### src/rtl/mips_pkg.sv
// mips_pkg: shared width, mult/div op encodings and FSM states
package mips_pkg;
  localparam int N = 32;
  localparam logic [1:0] OP_MULT  = 2'b00;
  localparam logic [1:0] OP_MULTU = 2'b01;
  localparam logic [1:0] OP_DIV   = 2'b10;
  localparam logic [1:0] OP_DIVU  = 2'b11;
  typedef enum logic [1:0] {IDLE, RUN, FIN} state_t;
endpackage

### src/rtl/mult_div_unit.sv
// mult_div_unit: iterative MIPS multiply/divide unit owning HI/LO with MTHI/MTLO writes
module mult_div_unit
  import mips_pkg::*;
(
  input  logic         clk,
  input  logic         rst,
  input  logic         start,
  input  logic [1:0]   op,
  input  logic [N-1:0] a,
  input  logic [N-1:0] b,
  input  logic         mthi,
  input  logic         mtlo,
  input  logic [N-1:0] wdata,
  output logic         busy,
  output logic         done,
  output logic [N-1:0] hi,
  output logic [N-1:0] lo
);
  localparam int CW = $clog2(N) + 1;
  state_t state_q, state_d;
  logic [1:0] op_q, op_d;
  logic neg_q, neg_d, rsign_q, rsign_d, dz_q, dz_d, busy_q, busy_d, done_q, done_d;
  logic [N-1:0] mb_q, mb_d, araw_q, araw_d, hi_q, hi_d, lo_q, lo_d;
  logic [2*N-1:0] acc_q, acc_d;
  logic [N:0] rem_q, rem_d;
  logic [CW-1:0] cnt_q, cnt_d;
  logic sa, sb, ge;
  logic [N:0] sum;
  logic [N+1:0] trial;
  logic [2*N-1:0] prod;
  logic [N-1:0] quo, rmd;
  assign sa = ~op[0] & a[N-1];
  assign sb = ~op[0] & b[N-1];
  assign sum = acc_q[0] ? {1'b0, acc_q[2*N-1:N]} + {1'b0, mb_q} : {1'b0, acc_q[2*N-1:N]};
  assign trial = {rem_q, acc_q[N-1]};
  assign ge = trial >= {2'b00, mb_q};
  assign prod = neg_q ? -acc_q : acc_q;
  assign quo = neg_q ? -acc_q[N-1:0] : acc_q[N-1:0];
  assign rmd = rsign_q ? -rem_q[N-1:0] : rem_q[N-1:0];
  always_comb begin
    state_d = state_q;
    op_d    = op_q;
    neg_d   = neg_q;
    rsign_d = rsign_q;
    dz_d    = dz_q;
    mb_d    = mb_q;
    araw_d  = araw_q;
    acc_d   = acc_q;
    rem_d   = rem_q;
    cnt_d   = cnt_q;
    hi_d    = hi_q;
    lo_d    = lo_q;
    done_d  = 1'b0;
    if (state_q == IDLE && start) begin
      state_d = RUN;
      op_d    = op;
      neg_d   = sa ^ sb;
      rsign_d = sa;
      dz_d    = b == '0;
      mb_d    = sb ? -b : b;
      araw_d  = a;
      acc_d   = {{N{1'b0}}, sa ? -a : a};
      rem_d   = '0;
      cnt_d   = '0;
    end else if (state_q == IDLE) begin
      hi_d = mthi ? wdata : hi_q;
      lo_d = mtlo ? wdata : lo_q;
    end else if (state_q == RUN) begin
      cnt_d   = cnt_q + 1'b1;
      state_d = cnt_q == CW'(N - 1) ? FIN : RUN;
      acc_d   = op_q[1] ? {acc_q[2*N-1:N], acc_q[N-2:0], ge} : {sum, acc_q[N-1:1]};
      rem_d   = op_q[1] ? (ge ? (N+1)'(trial - {2'b00, mb_q}) : trial[N:0]) : rem_q;
    end else begin
      state_d = IDLE;
      done_d  = 1'b1;
      hi_d    = !op_q[1] ? prod[2*N-1:N] : dz_q ? araw_q : rmd;
      lo_d    = !op_q[1] ? prod[N-1:0] : dz_q ? {N{1'b1}} : quo;
    end
    busy_d = state_d != IDLE;
  end
  always_ff @(posedge clk) begin
    if (rst) begin
      state_q <= IDLE;
      op_q    <= '0;
      neg_q   <= 1'b0;
      rsign_q <= 1'b0;
      dz_q    <= 1'b0;
      mb_q    <= '0;
      araw_q  <= '0;
      acc_q   <= '0;
      rem_q   <= '0;
      cnt_q   <= '0;
      hi_q    <= '0;
      lo_q    <= '0;
      busy_q  <= 1'b0;
      done_q  <= 1'b0;
    end else begin
      state_q <= state_d;
      op_q    <= op_d;
      neg_q   <= neg_d;
      rsign_q <= rsign_d;
      dz_q    <= dz_d;
      mb_q    <= mb_d;
      araw_q  <= araw_d;
      acc_q   <= acc_d;
      rem_q   <= rem_d;
      cnt_q   <= cnt_d;
      hi_q    <= hi_d;
      lo_q    <= lo_d;
      busy_q  <= busy_d;
      done_q  <= done_d;
    end
  end
  assign busy = busy_q;
  assign done = done_q;
  assign hi   = hi_q;
  assign lo   = lo_q;
endmodule

### config.mk
export PLATFORM = sky130hd
export DESIGN_NAME = mult_div_unit
export DESIGN_NICKNAME = d
export VERILOG_FILES = /design/src/rtl/mips_pkg.sv /design/src/rtl/mult_div_unit.sv
export SDC_FILE = /design/constraint.sdc
export NUM_CORES = 1
export LEC_CHECK = 0
export CORE_ASPECT_RATIO = 0.7
export CORE_MARGIN = 1.5
export CORE_UTILIZATION = 40
export DETAILED_ROUTE_END_ITERATION = 8
export GPL_TIMING_DRIVEN = 0
export SETUP_SLACK_MARGIN = 0.05
export SKIP_CTS_REPAIR_TIMING = 1
export SYNTH_ARGS = -nofsm -noshare
export SYNTH_HDL_FRONTEND = slang
export SYNTH_SLANG_ARGS = --single-unit
### constraint.sdc
create_clock -name clk -period 4.5 [get_ports clk]
set_clock_uncertainty 0.2 [all_clocks]
set_input_delay 0.9 -clock clk [delete_from_list [all_inputs] [get_ports clk]]
set_output_delay 0.9 -clock clk [all_outputs]
set_load 0.05 [all_outputs]
**After elaboration in Yosys (flattened, before gate mapping)**

Index checks and enable logic that the tools add are counted.

- Flip-flop bits (word level): 240
- Input port bits: 103
- Output and inout bits: 66
- Word-level logic and storage cells: 76

- Add/sub/neg operators: 8
- Magnitude comparators: 1
- Equal/unequal tests: 6
- Multiplexer cells: 26
- Bitwise logic cells: 7
- Reduce and logical (&&, ||, !) cells: 13

Operators with widths:

| cell | number |
|---|---|
| $mux W32 | 18 |
| $neg A32 Y32 | 4 |
| $mux W33 | 2 |
| $mux W64 | 1 |
| $neg A64 Y64 | 1 |
| $ge A34 B32 Y1 | 1 |
| $add A32 B32 Y33 | 1 |
| $sub A33 B32 Y33 | 1 |
| $logic_not A32 Y1 | 1 |
| $reduce_and A3 Y1 | 4 |
| $mux W2 | 4 |
| $add A6 B1 Y6 const B | 1 |
| $eq A6 B5 Y1 const B | 1 |
| $ne A2 B2 Y1 const B | 3 |
| $not A1 Y1 | 4 |
| $reduce_and A2 Y1 | 2 |
| $reduce_bool A2 Y1 | 2 |
| $reduce_or A3 Y1 | 1 |
| $and A1 B1 Y1 | 2 |
| $eq A2 B1 Y1 const B | 1 |
| $logic_not A2 Y1 | 1 |
| $ne A2 B1 Y1 const B | 1 |
| $reduce_or A2 Y1 | 1 |
| $logic_and A1 B1 Y1 | 1 |
| other kinds (2) | 2 |

**Logic depth before layout (Yosys ltp)**

- Depth after elaboration: 6
- Gate-level depth with buffers: 14
- Gate-level depth less buffers: 12

**Worst setup path after synthesis**

Ideal clock, no wire load.

- Path kind: input port to flip-flop
- Start point: input b[4]
- End point: register mb_q[30]
- Library setup time: 86 ps
- Data arrival time: 2941 ps
- Required time: 4214 ps
- Slack: 1273 ps
- Stages: 8
- Buffers on the path: 0
- Cells stage by stage: nor4_1 nand3_1 nor4_1 nand2_1 or3_1 o41ai_2 xor2_1 a211oi_1

- Cells in the longest elaborated chain, start to end: 2

Ends and longest elaborated chain:

| what | RTL line | text |
|---|---|---|
| start, declared | mult_div_unit.sv:10 | `input logic [N-1:0] b,` |
| $neg A32 Y32 | mult_div_unit.sv:60 | `mb_d = sb ? -b : b;` |
| $mux W32 | mult_div_unit.sv:60 |  |
| end signal, assigned | mult_div_unit.sv:103 | `mb_q <= mb_d;` |
| end, declared | mult_div_unit.sv:23 | `logic [N-1:0] mb_q, mb_d, araw_q, araw_d, hi_q, hi_d, lo_q, lo_d;` |

Every way passes these cells.
A chain may end at the register's enable or synchronous reset.

**Worst setup path in the final report**

- Start point: register acc_q[31]
- End point: register rem_q[9]

- Cells in the longest elaborated chain, start to end: 2
- Elaborated cells between the ends (all ways): 3
- Those cells by class: add/sub (1); order compare (1); mux (1)

Ends and longest elaborated chain:

| what | RTL line | text |
|---|---|---|
| start, declared | mult_div_unit.sv:24 | `logic [2*N-1:0] acc_q, acc_d;` |
| start signal, assigned | mult_div_unit.sv:90 | `acc_q <= '0;` |
| start signal, assigned | mult_div_unit.sv:105 | `acc_q <= acc_d;` |
| $sub A33 B32 Y33 or $ge A34 B32 Y1 (tied branches) | mult_div_unit.sv:72, mult_div_unit.sv:36 |  |
| $mux W33 (*) | mult_div_unit.sv:72 | `rem_d = op_q[1] ? (ge ? (N+1)'(trial - {2'b00, mb_q}) : trial[N:0]) : rem_q;` |
| end signal, assigned | mult_div_unit.sv:106 | `rem_q <= rem_d;` |
| end, declared | mult_div_unit.sv:25 | `logic [N:0] rem_q, rem_d;` |

Every way passes the cells marked *; elsewhere a longest branch is shown, timed or not.

==> flow_summary.toml <==
[placement]
portBuffers = 167
place_ws_ns = 0.0138
dp.final_hpwl_um = 66500
gp_congestion = 0.987
dp_cells = 3046
place_area_um2 = 19900

[synthesis]
ys_types = 81
netlist_top_cells_area = "dfxtp_1, a21oi_1, xnor2_1, nand2_1, ha_1"
syn_nets = 2468
netlist_area_um2 = 17500
syn_area_per_cell_um2 = 7.64
ys.flop_type = "dfxtp_1"
seq_area_frac_synth_pct = 27.3
synthCells = 2294
yosys.area.top_type = "dfxtp_1"
synth-edff-count = 0
synth-async-reset-ratio_pct = 0
ys_ff_latch = 239
yosys_warnings = 0
synth_top_area_share_pct = 27.3

[critical_path]
critPathMaxFanout = 10
setup.worst_path.end_class = "register"
critPathLaunch = "acc_q[31]$_SDFFE_PP0P_"
r2r_start = "acc_q[31]$_SDFFE_PP0P_"
arrival_ns = 4.53
required_ns = 4.74
worstSetupPathType = "register to register"
setup.worst_path.start_class = "register"

[final_layout]
layout.nets = 2664
fin_cells = 3094
area_growth_pct = 18.9
fin_util_pct = 48.7
drive_gt1_share_pct = 3.07
final_common_cell = "nand2_1"
finish.instance_area_um2 = 20800
final_cell_mix = "nand2_1, dfxtp_1, a21oi_1"

[drt]
routed_wl_um = 82200
firstDrtPassIters = 6
ant_nets = 0
drtIter0Drc = 2169
wl_per_cell_um = 26.6
num_vias = 19400
route.detailed.drc = 0
via_per_inst = 6.27

[cts]
h-tree-depth = 1
cts_tree = "yes"
clk_latency_ns = 0.58
cts_buffers = 27
cts-root-buf = "clkbuf_16"
clockBufferDepth = 3
cts.clk_slew.worst_paths_ns = 0.07
clock_sinks = 239

[hold_path]
holdCritStartpoint = "lo[11]$_SDFFE_PP0P_"
hold_path.class = "register to register"

[sta]
period_share_pct = 95.3
setup_viol = 0
fmax_ghz = 0.233
finalHoldViolations = 0
rsz0062_at_grt = "no"
slew_headroom_pct = 12.4
worst_slew_pin_slew_ns = 1.31
timing.hold.ws_ns = 0.253
fin_ws_ns = 0.211
final.setup.tns_ns = 0
final.min_clock_period_ns = 4.29
slew_viol_final = 0

[grt]
grt_overflow_total = 0
track_usage_pct = 35.4
grt_pass1_vias = 17400
antenna_found_initial = 5
grt_pass1_wl_um = 117000
grt_start_max_net_pins = 15

[power]
power.switching_mw = 2.48
fin_total_pwr_mw = 6.69
ir_drop_mv = 0.276
pwr-share-seq_pct = 36.7
powerDensity_nw_per_um2 = 321
p_clk_share_pct = 34.9
internal_power_mw = 4.21
p_leak_nw = 7.40
comb_power_share_pct = 28.3
swShare_pct = 37.1

[floorplanning]
die_area_um2 = 45100
coreArea_um2 = 42800
die_x_um = 253
io_pins = 169
num_rows = 63
fp.dieH_um = 178
start_util_pct = 41.0

[outcome]
status = "completed"

[job]
cap_viol_max_count = 0
[cells by family (layout without fill, tap and decap cells)]
family,after synthesis,after routing,share of synthesized area (%)
xor+xnor,186,186,9.29
fa+ha+maj,71,71,5.15
simple gates,711,711,19.2
flops,239,239,27.3
mux,84,84,4.82
other cells,0,1,0
buf+inv,234,448,5.13
compound gates,769,769,29.1
[worst max-delay path: stages (launching register included)]
cell and delay [ns]:
dfxtp_1 0.48, inv_1 0.28, ha_1 0.21, inv_1 0.06, fa_1 0.40, a21o_1 0.20, a21oi_1 0.39, o21ai_2 0.22
a211oi_1 0.65, or3_1 0.24, nand2b_1 0.08, clkbuf_1 0.17, buf_2 0.27, mux2i_1 0.21, a21oi_1 0.09
[state kept, by name, indices dropped and copies added, names as in the netlist]
signal,cells
busy,1
lo,32
araw_q,32
neg_q,1
rem_q,33
hi,32
mb_q,32
cnt_q,6
acc_q,64
done,1
dz_q,1
op_q,1
rsign_q,1
state_q,2
[cell type report]
cell class | count | area [µm²]
well taps | 585 | 732
repair buffers | 167 | 1670
clock inverters | 13 | 173
inverters | 67 | 251
fillers | 4363 | 22000
clock buffers | 34 | 722
diodes | 1 | 2.50
flip-flops and latches | 239 | 4780
plain buffers | 167 | 648
multi-input cells | 1821 | 11900
[synthesized netlist by cell type, drive strengths merged (23+ instances only)]
library cell,count
inv,67
ha,69
o221ai,35
nand2,247
a211oi,100
mux2i,80
clkbuf,149
o31ai,49
nor2,171
nor3,54
o21ai,157
a21o,31
nor4,23
or3,51
dfxtp,239
xor2,76
xnor2,110
nand3,49
a21oi,210
o41ai,25
[power by group through the flow]
| stage | clock, mW | combinational, mW | sequential, mW |
|---|---|---|---|
| after floorplan | 0 | 1.06 | 2.49 |
| after global placement | 0 | 1.81 | 2.49 |
| after detailed placement | 0 | 1.82 | 2.49 |
| after CTS | 2.34 | 1.83 | 2.44 |
| after global routing | 2.42 | 2.01 | 2.46 |
| final | 2.34 | 1.90 | 2.46 |
[routing by layer]
layer | vias up | wire, µm | global-route usage [%]
li1 | 8870 | - | -
met1 | 9434 | 39000 | 53.7
met2 | 996 | 31200 | 47.3
met3 | 82 | 10900 | 12.9
met4 | 4 | 1140 | 4.82
met5 | - | 27 | 0
[final timing paths]
| kind | endpoint | slack [ns] | depth (start not counted) |
|---|---|---|---|
| max reg2reg | rem_q[9]$_SDFFE_PP0P_ | 0.21 | 14 |
| max | rem_q[9]$_SDFFE_PP0P_ | 0.21 | 14 |
| min | lo[11]$_SDFFE_PP0P_ | 0.25 | 2 |
| min reg2reg | lo[11]$_SDFFE_PP0P_ | 0.25 | 2 |
No activity file was read; power rests on OpenSTA's default activity.
